### src/rtl/bp_lite_to_stream_pkg.sv
// Memory message types shared by the lite-to-stream converter and its users:
// processor config selector, message type/size encodings and the header layout.
package bp_lite_to_stream_pkg;

  typedef enum logic [1:0] {
    e_bp_default_cfg = 2'd0
  } bp_params_e;

  localparam int unsigned paddr_width_gp       = 40;
  localparam int unsigned mem_payload_width_gp = 16;
  localparam int unsigned mem_subop_width_gp   = 4;

  typedef enum logic [3:0] {
    e_mem_msg_rd    = 4'd0,
    e_mem_msg_wr    = 4'd1,
    e_mem_msg_uc_rd = 4'd2,
    e_mem_msg_uc_wr = 4'd3,
    e_mem_msg_pre   = 4'd4
  } bp_mem_msg_e;

  // Message size is log2 of the byte count.
  typedef enum logic [2:0] {
    e_mem_msg_size_1   = 3'd0,
    e_mem_msg_size_2   = 3'd1,
    e_mem_msg_size_4   = 3'd2,
    e_mem_msg_size_8   = 3'd3,
    e_mem_msg_size_16  = 3'd4,
    e_mem_msg_size_32  = 3'd5,
    e_mem_msg_size_64  = 3'd6,
    e_mem_msg_size_128 = 3'd7
  } bp_mem_msg_size_e;

  typedef struct packed {
    logic [mem_payload_width_gp-1:0] payload;
    bp_mem_msg_size_e                size;
    logic [paddr_width_gp-1:0]       addr;
    logic [mem_subop_width_gp-1:0]   subop;
    bp_mem_msg_e                     msg_type;
  } bp_mem_header_s;

  localparam int unsigned mem_header_width_gp = $bits(bp_mem_header_s);

  // Physical address width implied by a processor config.
  function automatic int unsigned cfg_paddr_width(input bp_params_e cfg);
    case (cfg)
      e_bp_default_cfg: return 40;
      default:          return 40;
    endcase
  endfunction

  // Cached and uncached writes both carry write data.
  function automatic logic mem_msg_is_wr(input bp_mem_msg_e t);
    return (t == e_mem_msg_wr) || (t == e_mem_msg_uc_wr);
  endfunction

endpackage

### src/rtl/bsg_counter_clear_up.sv
// Up counter with synchronous clear; clear and up together load 1.
module bsg_counter_clear_up #(
  parameter int unsigned max_val_p  = 15,
  parameter int unsigned init_val_p = 0,
  localparam int unsigned ptr_width_lp = (max_val_p == 0) ? 1 : $clog2(max_val_p + 1)
) (
  input  logic                    clk_i,
  input  logic                    reset_i,
  input  logic                    clear_i,
  input  logic                    up_i,
  output logic [ptr_width_lp-1:0] count_o
);

  logic [ptr_width_lp-1:0] count_q, count_d;

  // Next count: clear wins over hold, up adds one on top of a clear.
  always_comb begin
    // NOTE: default first so every path assigns count_d and no latch is inferred.
    count_d = count_q;
    if (clear_i) begin
      count_d = up_i ? ptr_width_lp'(1) : '0;
    end else if (up_i) begin
      count_d = count_q + ptr_width_lp'(1);
    end
  end

  // Count register with synchronous active-high reset.
  always_ff @(posedge clk_i) begin
    // NOTE: non-blocking assignments keep every register sampling pre-edge values.
    if (reset_i) begin
      count_q <= ptr_width_lp'(init_val_p);
    end else begin
      count_q <= count_d;
    end
  end

  assign count_o = count_q;

endmodule

### src/rtl/bp_lite_to_stream.sv
// Buffers one wide lite memory message and replays it as narrow stream beats,
// advancing the beat address within the message block on every beat.
module bp_lite_to_stream
  import bp_lite_to_stream_pkg::*;
#(
  parameter bp_params_e  bp_params_p      = e_bp_default_cfg,
  parameter int unsigned in_data_width_p  = 512,
  parameter int unsigned out_data_width_p = 64,
  parameter bit          master_p         = 1'b0,
  localparam int unsigned in_mem_msg_width_lp         = mem_header_width_gp + in_data_width_p,
  localparam int unsigned out_mem_msg_header_width_lp = mem_header_width_gp
) (
  input  logic                                   clk_i,
  input  logic                                   reset_n_i,
  input  logic [in_mem_msg_width_lp-1:0]         mem_i,
  input  logic                                   mem_v_i,
  output logic                                   mem_ready_o,
  output logic [out_mem_msg_header_width_lp-1:0] mem_header_o,
  output logic [out_data_width_p-1:0]            mem_data_o,
  output logic                                   mem_v_o,
  input  logic                                   mem_ready_and_i,
  output logic                                   mem_lock_o
);

  localparam int unsigned out_data_bytes_lp = out_data_width_p / 8;
  localparam int unsigned stream_words_lp   = in_data_width_p / out_data_width_p;
  localparam int unsigned max_msg_bytes_lp  = 128;
  localparam int unsigned size_beats_lp     = max_msg_bytes_lp / out_data_bytes_lp;
  localparam int unsigned max_beats_lp      = (size_beats_lp > stream_words_lp) ? size_beats_lp
                                                                                : stream_words_lp;
  localparam int unsigned cnt_width_lp      = $clog2(max_beats_lp);
  localparam int unsigned word_sel_width_lp = $clog2(stream_words_lp);

  typedef enum logic {
    e_ready  = 1'b0,
    e_stream = 1'b1
  } state_e;

  state_e state_q;

  bp_mem_header_s                                   hdr_in, hdr_q, hdr_out;
  logic [in_data_width_p-1:0]                       data_in;
  logic [stream_words_lp-1:0][out_data_width_p-1:0] data_q;

  logic                         streaming, handshake, last_beat, last_handshake, mem_fire;
  logic [cnt_width_lp-1:0]      beat_cnt, last_cnt;
  logic [word_sel_width_lp-1:0] word_idx;
  int unsigned                  msg_bytes, msg_beats;
  logic [paddr_width_gp-1:0]    addr_mask, addr_step;

  assign {hdr_in, data_in} = mem_i;

  assign streaming      = (state_q == e_stream);
  assign handshake      = streaming & mem_ready_and_i;
  assign last_beat      = (beat_cnt == last_cnt);
  assign last_handshake = handshake & last_beat;
  // The last-beat handshake frees the buffer in the same cycle, so a new
  // message can be taken without a bubble.
  assign mem_ready_o    = reset_n_i & (~streaming | last_handshake);
  assign mem_fire       = mem_ready_o & mem_v_i;

  assign mem_v_o    = streaming;
  assign mem_lock_o = streaming & ~last_beat;

  // Beats per message: one when this side carries no payload, else the
  // message bytes split into stream words (at least one).
  always_comb begin
    msg_bytes = 32'd1 << hdr_q.size;
    msg_beats = 1;
    if (!(master_p ^ mem_msg_is_wr(hdr_q.msg_type)) && (msg_bytes > out_data_bytes_lp)) begin
      msg_beats = msg_bytes / out_data_bytes_lp;
    end
    last_cnt = cnt_width_lp'(msg_beats - 1);
  end

  // Beat header: the address offset advances inside the message block only.
  always_comb begin
    addr_mask     = paddr_width_gp'(msg_bytes - 1);
    addr_step     = hdr_q.addr + paddr_width_gp'(beat_cnt) * paddr_width_gp'(out_data_bytes_lp);
    hdr_out       = hdr_q;
    hdr_out.addr  = (hdr_q.addr & ~addr_mask) | (addr_step & addr_mask);
  end

  assign mem_header_o = hdr_out;
  assign word_idx     = word_sel_width_lp'(beat_cnt);
  assign mem_data_o   = data_q[word_idx];

  // Message buffer, loaded whenever a lite message is accepted.
  always_ff @(posedge clk_i) begin
    // NOTE: the buffer is deliberately unreset; it is only read while the
    // state says it holds a message, so its power-up contents never escape.
    if (mem_fire) begin
      hdr_q  <= hdr_in;
      data_q <= data_in;
    end
  end

  // Control state: empty buffer vs. streaming the buffered message.
  always_ff @(posedge clk_i) begin
    if (!reset_n_i) begin
      state_q <= e_ready;
    end else begin
      unique case (state_q)
        e_ready:  if (mem_v_i) state_q <= e_stream;
        e_stream: if (last_handshake && !mem_v_i) state_q <= e_ready;
        default:  state_q <= e_ready;
      endcase
    end
  end

  bsg_counter_clear_up #(
    .max_val_p  (max_beats_lp - 1),
    .init_val_p (0)
  ) beat_counter (
    .clk_i   (clk_i),
    .reset_i (~reset_n_i),
    .clear_i (mem_fire | last_handshake),
    .up_i    (handshake & ~last_beat),
    .count_o (beat_cnt)
  );

  // Configuration sanity.
  assert property (@(posedge clk_i) out_data_width_p < in_data_width_p);
  assert property (@(posedge clk_i) (in_data_width_p % out_data_width_p) == 0);
  assert property (@(posedge clk_i) cfg_paddr_width(bp_params_p) == paddr_width_gp);

  // A new message may only arrive while the buffer is empty or draining its last beat.
  assert property (@(posedge clk_i) disable iff (!reset_n_i) !$isunknown(mem_v_i));
  assert property (@(posedge clk_i) disable iff (!reset_n_i)
                   !(mem_v_i && streaming && !last_handshake));

endmodule

### config.mk
export PLATFORM = sky130hd
export DESIGN_NAME = bp_lite_to_stream
export DESIGN_NICKNAME = d
export VERILOG_FILES = /design/src/rtl/bp_lite_to_stream_pkg.sv /design/src/rtl/bsg_counter_clear_up.sv /design/src/rtl/bp_lite_to_stream.sv
export SDC_FILE = /design/constraint.sdc
export NUM_CORES = 1
export LEC_CHECK = 0
export BUFFER_PORTS_ARGS = -buffer_cell sky130_fd_sc_hd__buf_4
export CAP_MARGIN = 20
export CORE_AREA = 2 2 279 281
export CTS_CLUSTER_SIZE = 8
export DETAILED_ROUTE_END_ITERATION = 7
export DIE_AREA = 0 0 281 283
export PLACE_DENSITY_LB_ADDON = 0.15
export REMOVE_ABC_BUFFERS = 1
export SYNTH_ARGS = -nofsm -noshare
export SYNTH_HDL_FRONTEND = slang
export SYNTH_SLANG_ARGS = --single-unit
### constraint.sdc
create_clock -name clk_i -period 69.2 [get_ports clk_i]
set_clock_uncertainty 0.2 [all_clocks]
set_input_delay 6.92 -clock clk_i [delete_from_list [all_inputs] [get_ports clk_i]]
set_output_delay 6.92 -clock clk_i [all_outputs]
set_load 0.02 [all_outputs]
# Yosys cells after proc, flatten, opt, wreduce, memory -nomap -nowiden
# Index checks and enable logic that the tools add are counted.
classes:
  bitwise: 14
  mux: 9
  shifts: 1
  reduce_logical: 6
  magnitude_cmp: 2
  n_eq_ne: 3
  n_addsub: 4
ops:
  columns: ["op", "count"]
  rows:
  - ["binary-select mux 64 bit (select 3 bit)", 1]
  - ["AND 40 bit", 2]
  - ["2-to-1 mux 64 bit", 1]
  - ["adder 40 x 7 -> 40 bit", 1]
  - ["inverter 40 bit", 1]
  - ["OR 40 bit", 1]
  - ["subtractor 32 x 1 -> 33 bit, second input constant", 1]
  - ["> comparator 32 x 4 -> 1 bit, second input constant", 1]
  - ["left shift 1 x 3 -> 32 bit, first input constant", 1]
  - ["2-to-1 mux 4 bit", 3]
  - ["AND 1 bit", 6]
  - ["adder 4 x 1 -> 4 bit, second input constant", 1]
  - ["equality test 4 x 1 -> 1 bit, second input constant", 1]
  - ["equality test 4 x 2 -> 1 bit, second input constant", 1]
  - ["equality test 4 bit", 1]
  - ["less-than comparator 3 x 4 -> 1 bit, second input constant", 1]
  - ["subtractor 4 x 1 -> 4 bit, second input constant", 1]
  - ["2-to-1 mux 1 bit", 3]
  - ["logical AND 1 bit", 2]
  - ["logical NOT 1 bit", 2]
  - ["inverter 1 bit", 2]
  - ["OR 1 bit", 2]
  - ["case mux 1 bit (2 select lines)", 1]
  - ["nonzero test 2 bit", 1]
  - ["logical OR 1 bit", 1]
totals:
  inputBits: 583
  out_inout_bits: 134
  register_bits: 584
  wordCells: 54

# Longest topological paths before layout
# Gate-level depths: netlist of the first run.
depth:
  depth_word: 13
  ltp_mapped: 11
  depth_no_buf: 9

# Modules after synthesis
# A second synthesis of the first run with hierarchy kept.
hier_totals:
  cells_unflattened: 1014
  hier_area_um2: 22666.7
by_module_without_submodules:
  columns: ["module", "seq_area_each_um2", "cells_each", "n_inst", "area_each_um2"]
  rows:
  - ["bp_lite_to_stream", 17406.7, 998, 1, 22497.8]
  - ["bsg_counter_clear_up", 80.1, 16, 1, 168.9]

# Worst setup path after synthesis of the first run
# OpenSTA, ideal clock, no wires.
synth_path:
  path_kind: "input-to-reg"
  from: "input port mem_ready_and_i"
  to: "register data_q[0] (netlist name), enable pin"
  required_time_ns: 67.282
  cell_stages: 2
  t_arrival_ns: 34.758
  setup_slack_ns: 32.524
  cell_sequence: "o21ai_0 > a21oi_1"
synth_via:
  elab_chain_len: 5
synth_lines:
  columns: ["item", "line", "text"]
  rows:
  - ["start, declared", "bp_lite_to_stream.sv:21", "input logic mem_ready_and_i,"]
  - ["AND 1 bit", "bp_lite_to_stream.sv:54", "assign handshake = streaming & mem_ready_and_i;"]
  - ["AND 1 bit", "bp_lite_to_stream.sv:56", "assign last_handshake = handshake & last_beat;"]
  - ["OR 1 bit", "bp_lite_to_stream.sv:59", "assign mem_ready_o = reset_n_i & (~streaming | last_handshake);"]
  - ["AND 1 bit", "bp_lite_to_stream.sv:59", null]
  - ["AND 1 bit", "bp_lite_to_stream.sv:60", "assign mem_fire = mem_ready_o & mem_v_i;"]
  - ["named net mem_fire", "bp_lite_to_stream.sv:45", "logic streaming, handshake, last_beat, last_handshake, mem_fire;"]
  - ["end signal, assigned", "bp_lite_to_stream.sv:94", "data_q <= data_in;"]
  - ["end, declared", "bp_lite_to_stream.sv:43", "logic [stream_words_lp-1:0][out_data_width_p-1:0] data_q;"]
# The timed path passes the listed nets, and every way through them passes these cells.
# A chain may end at the register's enable or synchronous reset.

# Final worst setup path of the first run
layout_path:
  from: "input port mem_ready_and_i"
  to: "output port mem_ready_o"
layout_via:
  elab_chain_len: 4
layout_lines:
  columns: ["item", "line", "text"]
  rows:
  - ["AND 1 bit", "bp_lite_to_stream.sv:54", null]
  - ["AND 1 bit", "bp_lite_to_stream.sv:56", null]
  - ["OR 1 bit", "bp_lite_to_stream.sv:59", null]
  - ["AND 1 bit", "bp_lite_to_stream.sv:59", null]
  - ["end, declared", "bp_lite_to_stream.sv:17", "output logic mem_ready_o,"]
# Every way passes these cells.

==> qor.yml, run 1 <==
viasPerCell: 4.47
hold_buffers: 0
syn2layout_area_growth_pct: 38.5
yosysSeqAreaShare_pct: 77.1
finalInstanceArea_sq_mm: 0.0314
cp_max_fo: 4
dp.final_hpwl_mm: 46.3
synth_top_cell_area_share_pct: 76.7
internal-power_uw: 664
htree_levels: 3
top_usage_layer: "met2"
p_clk_share_pct: 43.5
met3_usage_pct: 5.55
hp-class: "flip-flop to flip-flop"
routed_wl_mm: 64.7
postCtsSetupRepairBufs: 0
yosys.area.top_type: "edfxtp_1"
rows: 102
antenna_found_initial: 17
cts.sinks: 584
ir_drop_mv: 0.0187
postRouteAntennaNets: 0
nFillCells: 6993
dp_cells: 2711
chipHeight_um: 283
ys.flop_type: "edfxtp_1"
p_per_area_mw_per_mm2: 26.9
finalCritPeriodShare_pct: 21.3
synth_area_sq_mm: 0.0227
port_buffers: 716
p_sw_share_pct: 21.4
grt_overflow: 0
vias: 12600
io_pins: 717
yosys-top-cells-area: "edfxtp_1, mux4_2, mux2_2"
crit_arrival_ps: 7640
syn_avg_cell_area_sq_um: 22.1
root_buffer: "clkbuf_16"
clock_latency_ps: 620
outcome: "finished clean"
grt_pass1_vias: 14100
core_sq_mm: 0.0767
initial_core_util_pct: 29.6
numCtsBuffers: 83
synth.distinct_cells: 49
cts_buffer_depth: 3
wire_per_inst_um: 22.9
slew_headroom_pct: 17.9
combinationalPowerShare_pct: 7.6
clkTransAtPathRegs_ps: 50
holdWs_ps: 395
tritoncts: "done"
slew_violations: 0
synth_seq_cells: 584
drive_above_1_share_pct: 57.8
synth-async-reset-ratio_pct: 0
switchingPower_uw: 181
end_kind: "output pin"
grt_max_degree: 178
placed_cell_area_sq_mm: 0.0290
post_cts_resized: 0
firstDrtPassIters: 4
grt_pass1_wl_mm: 92.8
drtIter0Drc: 643
hold_viol: 0
use_met2_pct: 29.4
die_x_um: 281
start_kind: "input port"
gp_congestion: 0.766
grt_util_all_layers_pct: 16.1
worst_pin_slew_ps: 1230
fmax_mhz: 67.7
power_frac_seq_pct: 48.8
tns_ps: 0
synth-edff-count: 579
min_period_ps: 14760
rsz0062_at_grt: "false"
cp.required_ps: 62080
ys_warn_count: 0
grtUsageMet1_pct: 16.7
worst-setup-path-type: "input port to output pin"
die_area_sq_mm: 0.0795
drv_cap: 0
num-nets-final: 2349
drc: 0
synthCells: 1025
setup_viol: 0
final_cell_count_no_fill: 2823
leakagePower_uw: 0.0114
[registers in the layout, summed over array words and instances, names as in the netlist]
register,cells
beat_counter.count_o,4
data_q,512
hdr_q,40
mem_header_o,27
mem_v_o,1
[cell usage in the layout, fill, tap and decap left out, types with 6 or more instances in the layout]
master and count:
buf_4 726, edfxtp_1 579, mux4_2 128, clkbuf_16 84, mux2_2 65, nand2_1 21
xor2_1 19, nor2_1 12, nor4_1 12, inv_1 10, diode_2 9, o21ai_0 9
clkbuf_1 9, xnor2_1 8, ha_1 8, a21oi_1 7, nand3_1 6, nor3_1 6
[power by group through the flow]
| stage | sequential [uW] | clock, uW | combinational [uW] |
|---|---|---|---|
| floorplan | 440 | 0 | 25.1 |
| global placement | 419 | 0 | 64.6 |
| detailed placement | 420 | 0 | 65.5 |
| CTS | 413 | 380 | 65.7 |
| global route | 414 | 394 | 69.3 |
| finish | 413 | 368 | 64.5 |
[cell families after synthesis]
| kind of cell | Yosys count | share of synthesized area [%] |
|---|---|---|
| muxes | 195 | 16.0 |
| AOI/OAI and AO/OA | 34 | 0.988 |
| buffers and inverters | 92 | 2.12 |
| xor gates and xnor gates | 28 | 1.16 |
| adders and majority gates | 9 | 0.530 |
| DFF | 584 | 77.1 |
| and+or+nand+nor | 83 | 2.03 |
[cell type report]
type                       instances  area, sq um  share of cell area [%]
antenna                            9         22.5                  0.0718
clock buffer                      94         2150                    6.85
clock inverter                     8          155                   0.494
inverter                          10         37.5                   0.120
multi-input combinational        349         4710                    15.0
sequential                       584        17500                    55.7
tap                             1040         1300                    4.15
timing repair buffer             729         5510                    17.6
[synthesized netlist by cell type (9+ instances only)]
master      n
mux4_2    128
buf_4      27
nor2_1     12
edfxtp_1  579
o21ai_0     9
xor2_1     19
nand2_1    21
nor4_1     12
clkbuf_1   36
mux2_2     65
inv_1      10
buf_2      15
[critical path, cell delays in order]
cell and delay [ps]:
buf_4 100, o21ai_0 160, a21boi_0 280, buf_4 180
[routing by layer]
metal	share of wire, %	vias up
met5	0.15	-
met3	7.9	114
met4	2.8	14
met2	54	476
li1	-	5672
met1	35	6351
[stage by stage]
| stage | utilization (%) | setup slack (ps) | total power (uW) |
|---|---|---|---|
| finish | 40.9 | 54440 | 845 |
| global route | 40.9 | 54330 | 877 |
| CTS | 40.9 | 54430 | 858 |
| detailed placement | 37.9 | 54450 | 485 |
| global placement | 37.9 | 54430 | 484 |
| floorplan | - | 32510 | 465 |
[worst paths after layout]
kind,start,to,slack [ps],cells after the start
setup / recovery,mem_ready_and_i,mem_ready_o,54440,4
hold / removal,beat_counter.count_o[3],beat_counter.count_o[3],400,2
setup reg to reg,beat_counter.count_o[1],data_q[336],63330,7
hold reg to reg,beat_counter.count_o[3],beat_counter.count_o[3],400,2
Note: power is estimated with default switching activity, not from simulation.
==> inputs of run 2 (changes only) <==
==> constraint.sdc (replaced) <==
create_clock -name clk_i -period 13.7 [get_ports clk_i]
set_clock_uncertainty 0.2 [all_clocks]
set_input_delay 1.37 -clock clk_i [delete_from_list [all_inputs] [get_ports clk_i]]
set_output_delay 1.37 -clock clk_i [all_outputs]
set_load 0.02 [all_outputs]
==> qor.yml, run 2 (same netlist as run 1, synthesis figures left out) <==
drv_cap: 0
final_cell_mix: "buf_4, edfxtp_1, mux4_2"
postCtsSetupRepairBufs: 0
top_layer: "met5"
dr_wl_met3_mm: 5.72
routed_wl_mm: 64.7
rsz0062_at_grt: "false"
die_area_sq_mm: 0.0795
crit_family: "buffers and inverters"
rows: 102
finalCritPeriodShare_pct: 45.4
hp-class: "flip-flop to flip-flop"
placed_cell_area_sq_mm: 0.0290
m1WireLength_mm: 22.1
ir_drop_mv: 0.0869
slew_headroom_pct: 22.9
cts.sinks: 584
initial_core_util_pct: 29.6
regArea_sq_mm: 0.0175
gp_congestion: 0.794
fmax_mhz: 161
post_cts_resized: 0
die_x_um: 281
tritoncts: "done"
setup_viol: 0
crit_arrival_ps: 6220
core_sq_mm: 0.0767
io_pins: 717
wire_per_inst_um: 22.9
drtIter0Drc: 788
num-nets-final: 2349
postRouteAntennaNets: 0
final_common_cell: "buf_4"
grt_pass1_vias: 14100
syn2layout_area_growth_pct: 38.6
outcome: "finished clean"
crit_top_cell: "buf_4"
drc: 0
cp_max_fo: 174
largest_reg_flops: 512
multi_input_area_sq_mm: 0.00471
grt_overflow: 0
numCtsBuffers: 84
vias: 12700
tns_ps: 0
worst_pin_slew_ps: 1160
finalInstanceArea_sq_mm: 0.0314
clock_latency_ps: 620
slew_violations: 0
end_kind: "flip-flop"
htree_levels: 3
cp.required_ps: 13700
p_per_area_mw_per_mm2: 137
antenna_found_initial: 17
grt_max_degree: 175
port_buffers: 716
clkTransAtPathRegs_ps: 60
hold_viol: 0
viasPerCell: 4.49
crit_buf_inv: 4
dp.final_hpwl_mm: 46.4
start_kind: "flip-flop"
nFillCells: 6941
hold_buffers: 0
grt_util_all_layers_pct: 15.9
worstPathCellList: "inv_1 > a21oi_1 > nand2_1 > ha_1 > xnor2_1 > nor4b_2 > o21ai_0 > a21oi_4 > buf_4 > buf_12 > buf_4"
route.met2.wl_mm: 35.3
root_buffer: "clkbuf_16"
cpMaxStageDelayCell: "buf_4"
max_stage_delay_ps: 870
top_register: "data_q"
worst-setup-path-type: "flip-flop to flip-flop"
drive_above_1_share_pct: 57.6
chipHeight_um: 283
min_period_ps: 6220
grt_pass1_wl_mm: 91.8
cts_buffer_depth: 3
leakagePower_uw: 0.0114
p_total_uw: 4290
firstDrtPassIters: 4
## run 2: metal layers
layer  global-route usage (%)  vias up
met5                        0        -
met4                     5.59       14
met3                     5.85      106
met2                     29.4      497
met1                     16.3     6398
li1                         -     5674
## run 2: stage by stage
step	instances	setup slack [ps]	hold slack, ps	util (%)
after floorplan	943	-21930	302	-
after global placement	2711	7490	357	37.9
after detailed placement	2711	7340	371	37.9
after CTS	2818	7300	380	40.9
after global routing	2827	6820	403	41.0
final	2827	7480	375	41.0
## run 2: path summary, 6_finish.rpt
path	slack, ps	start	endpoint	cells past startpoint
worst min register to register	370	beat_counter.count_o[3]	beat_counter.count_o[3]	2
worst min-delay path	370	beat_counter.count_o[3]	beat_counter.count_o[3]	2
worst max-delay path	7480	mem_header_o[50]	data_q[415]	11
worst max register to register	7480	mem_header_o[50]	data_q[415]	11
## run 2: worst min-delay path, stage by stage (launching register included)
cell and delay, ps:
dfxtp_1 380, nand2_1 80, o21ai_0 60
## run 2: layout make-up
type / count / area share [%]
Timing Repair Buffer: 728 / 17.5
Multi-Input combinational cell: 349 / 15.0
Clock buffer: 98 / 6.93
Tap cell: 1040 / 4.14
Inverter: 10 / 0.119
Antenna cell: 9 / 0.0717
Clock inverter: 9 / 0.566
Sequential cell: 584 / 55.7
## run 2: report_power, final
part,switching (uW),internal (uW)
Clock,748,1130
Combinational,138,188
Sequential,24.9,2060
